[config.mk]
export PLATFORM = sky130hd
export DESIGN_NAME = pe_mac_tile
export DESIGN_NICKNAME = d
export VERILOG_FILES = /design/src/rtl/pe_pkg.sv /design/src/rtl/pe_mac_sat.sv /design/src/rtl/pe_mac_tile.sv
export SDC_FILE = /design/constraint.sdc
export NUM_CORES = 2
export LEC_CHECK = 0
export CELL_PAD_IN_SITES_DETAIL_PLACEMENT = 1
export CELL_PAD_IN_SITES_GLOBAL_PLACEMENT = 1
export CORE_ASPECT_RATIO = 0.6
export CORE_MARGIN = 3
export CORE_UTILIZATION = 30
export CTS_CLUSTER_SIZE = 20
export DETAILED_ROUTE_END_ITERATION = 6
export GPL_TIMING_DRIVEN = 0
export PLACE_DENSITY = 0.66
export SYNTH_ARGS = -nofsm -noshare
export SYNTH_HDL_FRONTEND = slang
export SYNTH_HIERARCHICAL = 1
export SYNTH_SLANG_ARGS = --single-unit
export TNS_END_PERCENT = 10
[constraint.sdc]
create_clock -name clk_i -period 22.3 [get_ports clk_i]
set_input_delay 5.575 -clock clk_i [delete_from_list [all_inputs] [get_ports clk_i]]
set_output_delay 5.575 -clock clk_i [all_outputs]
set_load 0.005 [all_outputs]
[src/rtl/pe_pkg.sv]
// Shared definitions for the systolic processing elements: accumulator FSM
// states, default accumulator sizing and saturation bounds.
package pe_pkg;

  typedef enum logic [0:0] {
    PE_IDLE  = 1'b0,
    PE_ACCUM = 1'b1
  } pe_state_e;

  localparam int unsigned PE_MAX_W     = 256;
  localparam int unsigned PE_ACC_GUARD = 8;

  function automatic int unsigned pe_acc_width(input int unsigned dw);
    return (2 * dw) + PE_ACC_GUARD;
  endfunction

  // Largest representable value of a width-bit accumulator, zero-padded to PE_MAX_W.
  function automatic logic [PE_MAX_W-1:0] sat_max(input int unsigned width, input bit is_signed);
    logic [PE_MAX_W-1:0] v;
    v = '0;
    for (int unsigned i = 0; i < PE_MAX_W; i++) begin
      if (i < width) begin
        v[i] = 1'b1;
      end else begin
        v[i] = 1'b0;
      end
    end
    if (is_signed && (width > 0)) begin
      v[width-1] = 1'b0;
    end else begin
      v = v;
    end
    return v;
  endfunction

  function automatic logic [PE_MAX_W-1:0] sat_min(input int unsigned width, input bit is_signed);
    logic [PE_MAX_W-1:0] v;
    v = '0;
    if (is_signed && (width > 0)) begin
      v[width-1] = 1'b1;
    end else begin
      v = v;
    end
    return v;
  endfunction

endpackage

[src/rtl/pe_mac_sat.sv]
// Combinational extend + multiply + accumulate with optional saturation.
// Produces the new accumulator value and an overflow flag for one MAC step.
module pe_mac_sat
  import pe_pkg::*;
#(
  parameter int unsigned DATA_WIDTH = 32,
  parameter int unsigned ACC_WIDTH  = pe_acc_width(DATA_WIDTH),
  parameter bit          SIGNED     = 1'b0,
  parameter bit          SATURATE   = 1'b0
) (
  input  logic [DATA_WIDTH-1:0] i_a,
  input  logic [DATA_WIDTH-1:0] i_b,
  input  logic [ACC_WIDTH-1:0]  i_base,
  output logic [ACC_WIDTH-1:0]  o_sum,
  output logic                  o_ovf
);

  localparam int unsigned PW    = 2 * DATA_WIDTH;
  localparam int unsigned XW    = ACC_WIDTH + 1;
  localparam int unsigned EXT_W = XW - PW;

  localparam logic [PE_MAX_W-1:0] LP_MAX = sat_max(ACC_WIDTH, SIGNED);
  localparam logic [PE_MAX_W-1:0] LP_MIN = sat_min(ACC_WIDTH, SIGNED);

  logic [PW-1:0] w_a_ext;
  logic [PW-1:0] w_b_ext;
  logic [PW-1:0] w_prod;
  logic [XW-1:0] w_prod_x;
  logic [XW-1:0] w_base_x;
  logic [XW-1:0] w_sum_x;
  logic          w_ovf;

  // Operands are widened to the full product width so the low half of an
  // unsigned multiply is the correct two's-complement product as well.
  always_comb begin
    w_a_ext  = {{DATA_WIDTH{SIGNED & i_a[DATA_WIDTH-1]}}, i_a};
    w_b_ext  = {{DATA_WIDTH{SIGNED & i_b[DATA_WIDTH-1]}}, i_b};
    w_prod   = w_a_ext * w_b_ext;
    w_prod_x = {{EXT_W{SIGNED & w_prod[PW-1]}}, w_prod};
    w_base_x = {SIGNED & i_base[ACC_WIDTH-1], i_base};
    w_sum_x  = w_base_x + w_prod_x;
    if (SIGNED) begin
      w_ovf = w_sum_x[XW-1] ^ w_sum_x[XW-2];
    end else begin
      w_ovf = w_sum_x[XW-1];
    end
    if (SATURATE && w_ovf) begin
      if (SIGNED && w_sum_x[XW-1]) begin
        o_sum = LP_MIN[ACC_WIDTH-1:0];
      end else begin
        o_sum = LP_MAX[ACC_WIDTH-1:0];
      end
    end else begin
      o_sum = w_sum_x[ACC_WIDTH-1:0];
    end
    o_ovf = w_ovf;
  end

endmodule

[src/rtl/pe_mac_tile.sv]
// Systolic MAC processing element: forwards operands right/down, accumulates
// tiles framed by first/last markers and parks each result in a drain buffer.
module pe_mac_tile
  import pe_pkg::*;
#(
  parameter int unsigned DATA_WIDTH = 32,
  parameter int unsigned ACC_WIDTH  = pe_acc_width(DATA_WIDTH),
  parameter bit          SIGNED     = 1'b0,
  parameter bit          SATURATE   = 1'b0
) (
  input  logic                  clk_i,
  input  logic                  rst_ni,
  input  logic                  en_i,
  input  logic [DATA_WIDTH-1:0] up_i,
  input  logic                  up_valid_i,
  input  logic [DATA_WIDTH-1:0] left_i,
  input  logic                  left_valid_i,
  input  logic                  left_first_i,
  input  logic                  left_last_i,
  output logic [DATA_WIDTH-1:0] down_o,
  output logic                  down_valid_o,
  output logic [DATA_WIDTH-1:0] right_o,
  output logic                  right_valid_o,
  output logic                  right_first_o,
  output logic                  right_last_o,
  output logic [ACC_WIDTH-1:0]  res_o,
  output logic                  res_valid_o,
  input  logic                  res_ready_i,
  output logic                  ovf_o,
  output logic                  res_lost_o,
  output logic                  busy_o
);

  pe_state_e             r_state;
  logic [ACC_WIDTH-1:0]  r_acc;
  logic                  r_tile_ovf;
  logic                  r_busy;

  logic [DATA_WIDTH-1:0] r_down;
  logic                  r_down_valid;
  logic [DATA_WIDTH-1:0] r_right;
  logic                  r_right_valid;
  logic                  r_right_first;
  logic                  r_right_last;

  logic [ACC_WIDTH-1:0]  r_res;
  logic                  r_res_valid;
  logic                  r_res_ovf;
  logic                  r_res_lost;

  logic                  w_fire;
  logic                  w_base_zero;
  logic [ACC_WIDTH-1:0]  w_base;
  logic [ACC_WIDTH-1:0]  w_sum;
  logic                  w_ovf;
  logic                  w_tile_ovf_nxt;
  logic                  w_drain;
  logic                  w_load;
  logic                  w_can_load;

  pe_mac_sat #(
    .DATA_WIDTH (DATA_WIDTH),
    .ACC_WIDTH  (ACC_WIDTH),
    .SIGNED     (SIGNED),
    .SATURATE   (SATURATE)
  ) u_mac (
    .i_a    (left_i),
    .i_b    (up_i),
    .i_base (w_base),
    .o_sum  (w_sum),
    .o_ovf  (w_ovf)
  );

  // A first marker or an idle accumulator starts a fresh tile from zero.
  always_comb begin
    w_fire      = en_i & left_valid_i & up_valid_i;
    w_base_zero = left_first_i | (r_state == PE_IDLE);
    if (w_base_zero) begin
      w_base         = '0;
      w_tile_ovf_nxt = w_ovf;
    end else begin
      w_base         = r_acc;
      w_tile_ovf_nxt = r_tile_ovf | w_ovf;
    end
    w_drain    = r_res_valid & res_ready_i;
    w_load     = w_fire & left_last_i;
    w_can_load = ~r_res_valid | w_drain;
  end

  // Operand forwarding to the neighbouring PEs.
  always_ff @(posedge clk_i or negedge rst_ni) begin
    if (!rst_ni) begin
      r_down        <= '0;
      r_down_valid  <= 1'b0;
      r_right       <= '0;
      r_right_valid <= 1'b0;
      r_right_first <= 1'b0;
      r_right_last  <= 1'b0;
    end else if (en_i) begin
      r_down        <= up_i;
      r_down_valid  <= up_valid_i;
      r_right       <= left_i;
      r_right_valid <= left_valid_i;
      r_right_first <= left_first_i;
      r_right_last  <= left_last_i;
    end
  end

  // Accumulator FSM; only a fire moves it.
  always_ff @(posedge clk_i or negedge rst_ni) begin
    if (!rst_ni) begin
      r_state    <= PE_IDLE;
      r_acc      <= '0;
      r_tile_ovf <= 1'b0;
      r_busy     <= 1'b0;
    end else if (w_fire) begin
      case (r_state)
        PE_IDLE, PE_ACCUM: begin
          if (left_last_i) begin
            r_state    <= PE_IDLE;
            r_acc      <= '0;
            r_tile_ovf <= 1'b0;
            r_busy     <= 1'b0;
          end else begin
            r_state    <= PE_ACCUM;
            r_acc      <= w_sum;
            r_tile_ovf <= w_tile_ovf_nxt;
            r_busy     <= 1'b1;
          end
        end
        default: begin
          r_state    <= PE_IDLE;
          r_acc      <= '0;
          r_tile_ovf <= 1'b0;
          r_busy     <= 1'b0;
        end
      endcase
    end
  end

  // Result buffer runs regardless of en_i so a stalled array still drains.
  always_ff @(posedge clk_i or negedge rst_ni) begin
    if (!rst_ni) begin
      r_res       <= '0;
      r_res_valid <= 1'b0;
      r_res_ovf   <= 1'b0;
      r_res_lost  <= 1'b0;
    end else if (w_load && w_can_load) begin
      r_res       <= w_sum;
      r_res_valid <= 1'b1;
      r_res_ovf   <= w_tile_ovf_nxt;
    end else begin
      if (w_drain) begin
        r_res_valid <= 1'b0;
        r_res_ovf   <= 1'b0;
      end
      if (w_load) begin
        r_res_lost <= 1'b1;
      end
    end
  end

  assign down_o        = r_down;
  assign down_valid_o  = r_down_valid;
  assign right_o       = r_right;
  assign right_valid_o = r_right_valid;
  assign right_first_o = r_right_first;
  assign right_last_o  = r_right_last;
  assign res_o         = r_res;
  assign res_valid_o   = r_res_valid;
  assign ovf_o         = r_res_ovf;
  assign res_lost_o    = r_res_lost;
  assign busy_o        = r_busy;

endmodule
# --- Word-level counts from Yosys, hierarchy flattened ---
# Cells that the tools add are included.
totals:
  regBits: 217
  latch_bits: 0
  mem_bits_rw: 0
  mem_bits_ro: 0
  inputBits: 72
  out_inout_bits: 144
  mem_count: 0
classes:
  n_addsub: 1
  multipliers: 1
  div: 0
  n_lt_le_gt_ge: 0
  eq_ne: 0
  shift: 0
  n_mux: 8
  bitwise_logic: 10
  reduce_logical: 3
ops:
  columns: ["op", "n"]
  rows:
  - ["$mux 72", 2]
  - ["$add 72x64->73", 1]
  - ["$mul 32x32->64", 1]
  - ["$mux 1", 6]
  - ["$and 1x1->1", 4]
  - ["$not 1->1", 3]
  - ["$or 1x1->1", 3]
  - ["$reduce_and 2->1", 1]
  - ["$reduce_bool 2->1", 1]
  - ["$logic_and 1x1->1", 1]

# --- Longest topological paths before layout ---
depth:
  word_depth: 7
  ltp_mapped: 32
  mapped_depth_nobuf: 29

# --- Modules after synthesis ---
# The synthesis kept the hierarchy.
modules_own_cells:
  columns: ["module", "instances", "cells_per_inst", "area_per_inst_um2"]
  rows:
  - ["pe_mac_sat", 1, 3885, 34710.8]
  - ["pe_mac_tile", 1, 709, 8883.5]

# --- Worst setup path after synthesis ---
# Ideal clock, no wire load.
synth_path:
  kind: "input-to-reg"
  start: "input left_first_i"
  end: "register r_res[52] (netlist: res_o[52])"
  arrival_time_ps: 13058
  required_time_ps: 22175
  slack_ps: 9118
  path_stages: 28
  path_cell_list: "nor2b_1 -> clkbuf_1 -> clkbuf_1 -> and2_1 -> inv_1 -> fa_1 -> fa_1 -> fa_1 -> fa_1 -> inv_1 -> fa_1 -> fa_1 -> fa_1 -> inv_1 -> fa_1 -> inv_1 -> ha_1 -> a21oi_1 -> o21ai_0 -> or2_2 -> a2111o_1 -> a41oi_2 -> o21ai_1 -> a21oi_1 -> o21ai_1 -> a221oi_1 -> xnor2_1 -> mux2_2"
synth_via:
  elab_chain_cells: 3
synth_lines:
  columns: ["element", "line", "rtl"]
  rows:
  - ["start, declared", "pe_mac_tile.sv:18", "input logic left_first_i,"]
  - ["$or 1x1->1", "pe_mac_tile.sv:77", "w_base_zero = left_first_i | (r_state == PE_IDLE);"]
  - ["$mux 72", "pe_mac_tile.sv:78", "if (w_base_zero) begin"]
  - ["net w_base[19]", "pe_mac_tile.sv:53", "logic [ACC_WIDTH-1:0] w_base;"]
  - ["$add 72x64->73", "pe_mac_sat.sv:41", "w_sum_x = w_base_x + w_prod_x;"]
  - ["net w_sum[52]", "pe_mac_tile.sv:54", "logic [ACC_WIDTH-1:0] w_sum;"]
  - ["end signal, assigned", "pe_mac_tile.sv:149", "r_res <= w_sum;"]
  - ["end, declared", "pe_mac_tile.sv:46", "logic [ACC_WIDTH-1:0] r_res;"]
# The timed path passes the listed nets, and every way through them passes these cells.
# A chain may end at the register's enable or synchronous reset.

# --- Worst setup path in the final report ---
layout_path:
  start: "input up_i[13]"
  end: "register r_acc[50]"
layout_via:
  elab_chain_cells: 3
layout_lines:
  columns: ["element", "line", "rtl"]
  rows:
  - ["start, declared", "pe_mac_tile.sv:14", "input logic [DATA_WIDTH-1:0] up_i,"]
  - ["$mul 32x32->64", "pe_mac_sat.sv:38", "w_prod = w_a_ext * w_b_ext;"]
  - ["$add 72x64->73", "pe_mac_sat.sv:41", null]
  - ["net w_sum[50]", "pe_mac_tile.sv:54", null]
  - ["$mux 72", "pe_mac_tile.sv:119", "if (left_last_i) begin"]
  - ["end signal, assigned", "pe_mac_tile.sv:126", "r_acc <= w_sum;"]
  - ["end, declared", "pe_mac_tile.sv:35", "logic [ACC_WIDTH-1:0] r_acc;"]
# The timed path passes the listed nets, and every way through them passes these cells.

==> metrics <==
total iterations of the first detailed-routing run 5; number of cells traversed by the worst register-to-register path 29; IO buf count 214; CTS clk-pin slew, worst paths 0.06 ns; ratio of final minimum period to clock period 74.1%; Worst path most repeated cell sky130_fd_sc_hd__fa_1; worst slack at placement 5.68 ns; final net count 6,134; largest net degree at the start of global routing 91; global-route wire length before repair 262 mm; count of distinct cell types in the synthesized netlist 66; number of H-tree branching levels 1; critical path fanouts, max 10; dominant cells by area after synthesis sky130_fd_sc_hd__fa_1 44%, sky130_fd_sc_hd__dfrtp_1 12%, sky130_fd_sc_hd__inv_1 8.4%; cell depth of the worst min-delay path 2; worst hold path type register to register; Synth Flop Type sky130_fd_sc_hd__dfrtp_1; critical-path cell with the highest stage delay sky130_fd_sc_hd__clkdlybuf4s50_1; area of the core 143,000 µm²; number of DRC violations after detailed routing 0; row cnt 107; highest clock frequency the design can meet 60.5 MHz; routed wirelength normalized by instance count 27.1 µm; reg-to-reg slack, setup 11.17 ns; final hold viol count 0; min-delay src r_acc[30]; initial cell density of the core 30.5%; area leader, netlist sky130_fd_sc_hd__fa_1; CP arrival 17.08 ns; mean instance size in the synthesized netlist 9.49 µm²; violation count after the first detailed-routing iteration 2,777; Post-Synthesis Cells 4,594; Critical R2R Capture r_acc[50]; sequential cell area fraction in the yosys report 12.5%; via count of the first global-routing pass 36,248; post-cts resize count 0; total negative slack for setup checks 0 ns; clk root buf sky130_fd_sc_hd__clkbuf_16; gr usage total 24.5%; number of antenna violations at the first check in global routing 27; clock buffers created by TritonCTS 29; die width 498 µm; Syn Std Cell Area 43,600 µm²; synthesized flop and latch total 217; Die Footprint 150,000 µm²; drt via density 4.93; status finished clean; launch point of the critical path up_i[13]; TritonCTS clock tree done; data required time at the worst endpoint 22.85 ns; HPWL after detailed placement 158 mm; clock sink total 217; Mapped Nets 5,887; Worst setup SP type input port; kind of capture point of the worst setup path register; fraction of final layout cells sized beyond drive strength 1 4.48%; global route overflow 0; number of pins exceeding their max-slew limit in the final report 0; Yosys top cell area share 44.2%; count of synthesis-stage warnings from yosys 6; routability congestion estimate 1.02; overall die height 301 µm; number of routed nets with antenna violations 0; number of top-level pins 216; setup bufs post-CTS 0; post-route clock skew 0.0357 ns; Layout Area Growth over Synthesis 12.8%; later-pin clock latency in the skew report 0.64 ns; RSZ-0062 raised after global routing no; EDFF count, synth 0; max_slew headroom 4.12%; buffer levels on the longest clock path 3; Critical R2R Launch busy_o; Final setup viols 0; critical path start-end classification input port to register; Slowest Stage Delay on Critical Path 1.08 ns; Min-Delay Endpoint r_acc[30]; number of vias after detailed routing 33,482; Max Cap Violations 0; Period minus WS final 16.53 ns; number of buffers added to fix hold violations after cts 0; actual transition at the worst max-transition pin 1.44 ns; setup ws final 5.77 ns; share of synthesized flip-flops with an asynchronous set or reset 100%; aggregate routed wire length 184 mm
[critical path: cells and delay by family]
family | cells | cell delay (ns)
buffers and inverters | 9 | 2.71
xor gates and xnor gates | 1 | 0.37
adders and majority gates | 9 | 4.27
AOI/OAI and AO/OA | 7 | 2.61
and+or+nand+nor | 5 | 1.52
[sequential cells by signal, summed over array words and instances (netlist names), 32 cells and up]
signal   count
r_acc       72
res_o       72
right_o     32
down_o      32
[kinds of logic after synthesis]
group | count (synthesis) | share of synthesized area [%]
compound gates | 307 | 4.41
xor+xnor | 62 | 1.25
fa+ha+maj | 1221 | 51.6
buf+inv | 1238 | 10.8
flops | 217 | 12.5
mux | 141 | 3.64
simple gates | 1408 | 15.8
[layout make-up]
| type | count | area (µm²) |
|---|---|---|
| inverter | 980 | 3680 |
| multi-input combinational | 3139 | 33500 |
| sequential | 217 | 5430 |
| tap | 1907 | 2390 |
| antenna | 15 | 37.5 |
| clock buffer | 41 | 821 |
| fill | 16449 | 93900 |
| timing repair buffer | 216 | 2200 |
| buffer | 258 | 1030 |
| clock inverter | 12 | 128 |
[worst max-delay path by stage]
| stage | cells after the start | to | slack (ns) |
|---|---|---|---|
| after detailed placement | 31 | r_acc[50] | 5.68 |
| after CTS | 31 | r_acc[50] | 6.35 |
| after global placement | 1 | res_o[50] | 4.66 |
| final | 31 | r_acc[50] | 5.77 |
| after global routing | 31 | r_acc[50] | 5.70 |
| after floorplan | 28 | res_o[52] | 9.12 |
[through the flow]
stage / hold WS (ns) / area, µm² / std cells / utilization, %
after CTS: 0.476 / 49100 / 6770 / 34.3
after detailed placement: 0.463 / 48200 / 6717 / 33.7
after global placement: 0.453 / 48100 / 6715 / 33.6
after floorplan: 0.442 / 43600 / 4594 / -
final: 0.471 / 49200 / 6785 / 34.4
after global routing: 0.500 / 49100 / 6770 / 34.3
[metal layers]
layer	up-vias	part of all wire, %	global-route usage [%]
li1	14021	-	-
met1	17780	43	34.1
met2	1506	41	35.1
met3	171	13	10.7
met4	4	2.2	5.04
met5	-	0.018	0
[cell usage in the layout (no fill, tap or decap), drive strengths merged, types with 8 or more instances in the layout]
master	instances
dfrtp	217
fa	962
o21ai	114
and3	13
nand3	16
a21o	46
nand2	736
nand2b	77
diode	15
xor2	20
clkbuf	279
ha	259
and2	493
inv	984
xnor2	42
buf	23
a31oi	8
o21bai	12
clkdlybuf4s50	213
nor2	28
a21oi	75
mux2	140
nand4	16
nor2b	9
[synthesized netlist by cell type (all sizes together) (3+ instances only)]
master and n:
o21ai 114, nand2 736, a21o 46, nor2b 9, o21a 6, and2 493
inv 980, mux2 140, ha 259, fa 962, nand3 16, or2 3
a221o 3, a211oi 6, nand4 16, a21oi 75, o21bai 12, nor3 5
and3 13, nor4 5, xnor2 42, a31oi 8, dfrtp 217, nor2 28
nand2b 77, a21boi 5, buf 20, and4 3, xor2 20, a311o 4
a221oi 3, clkbuf 238
Power is left out: the tool's default activity adds up to more than one toggle a clock period on the data nets, which glitch-free logic cannot reach.
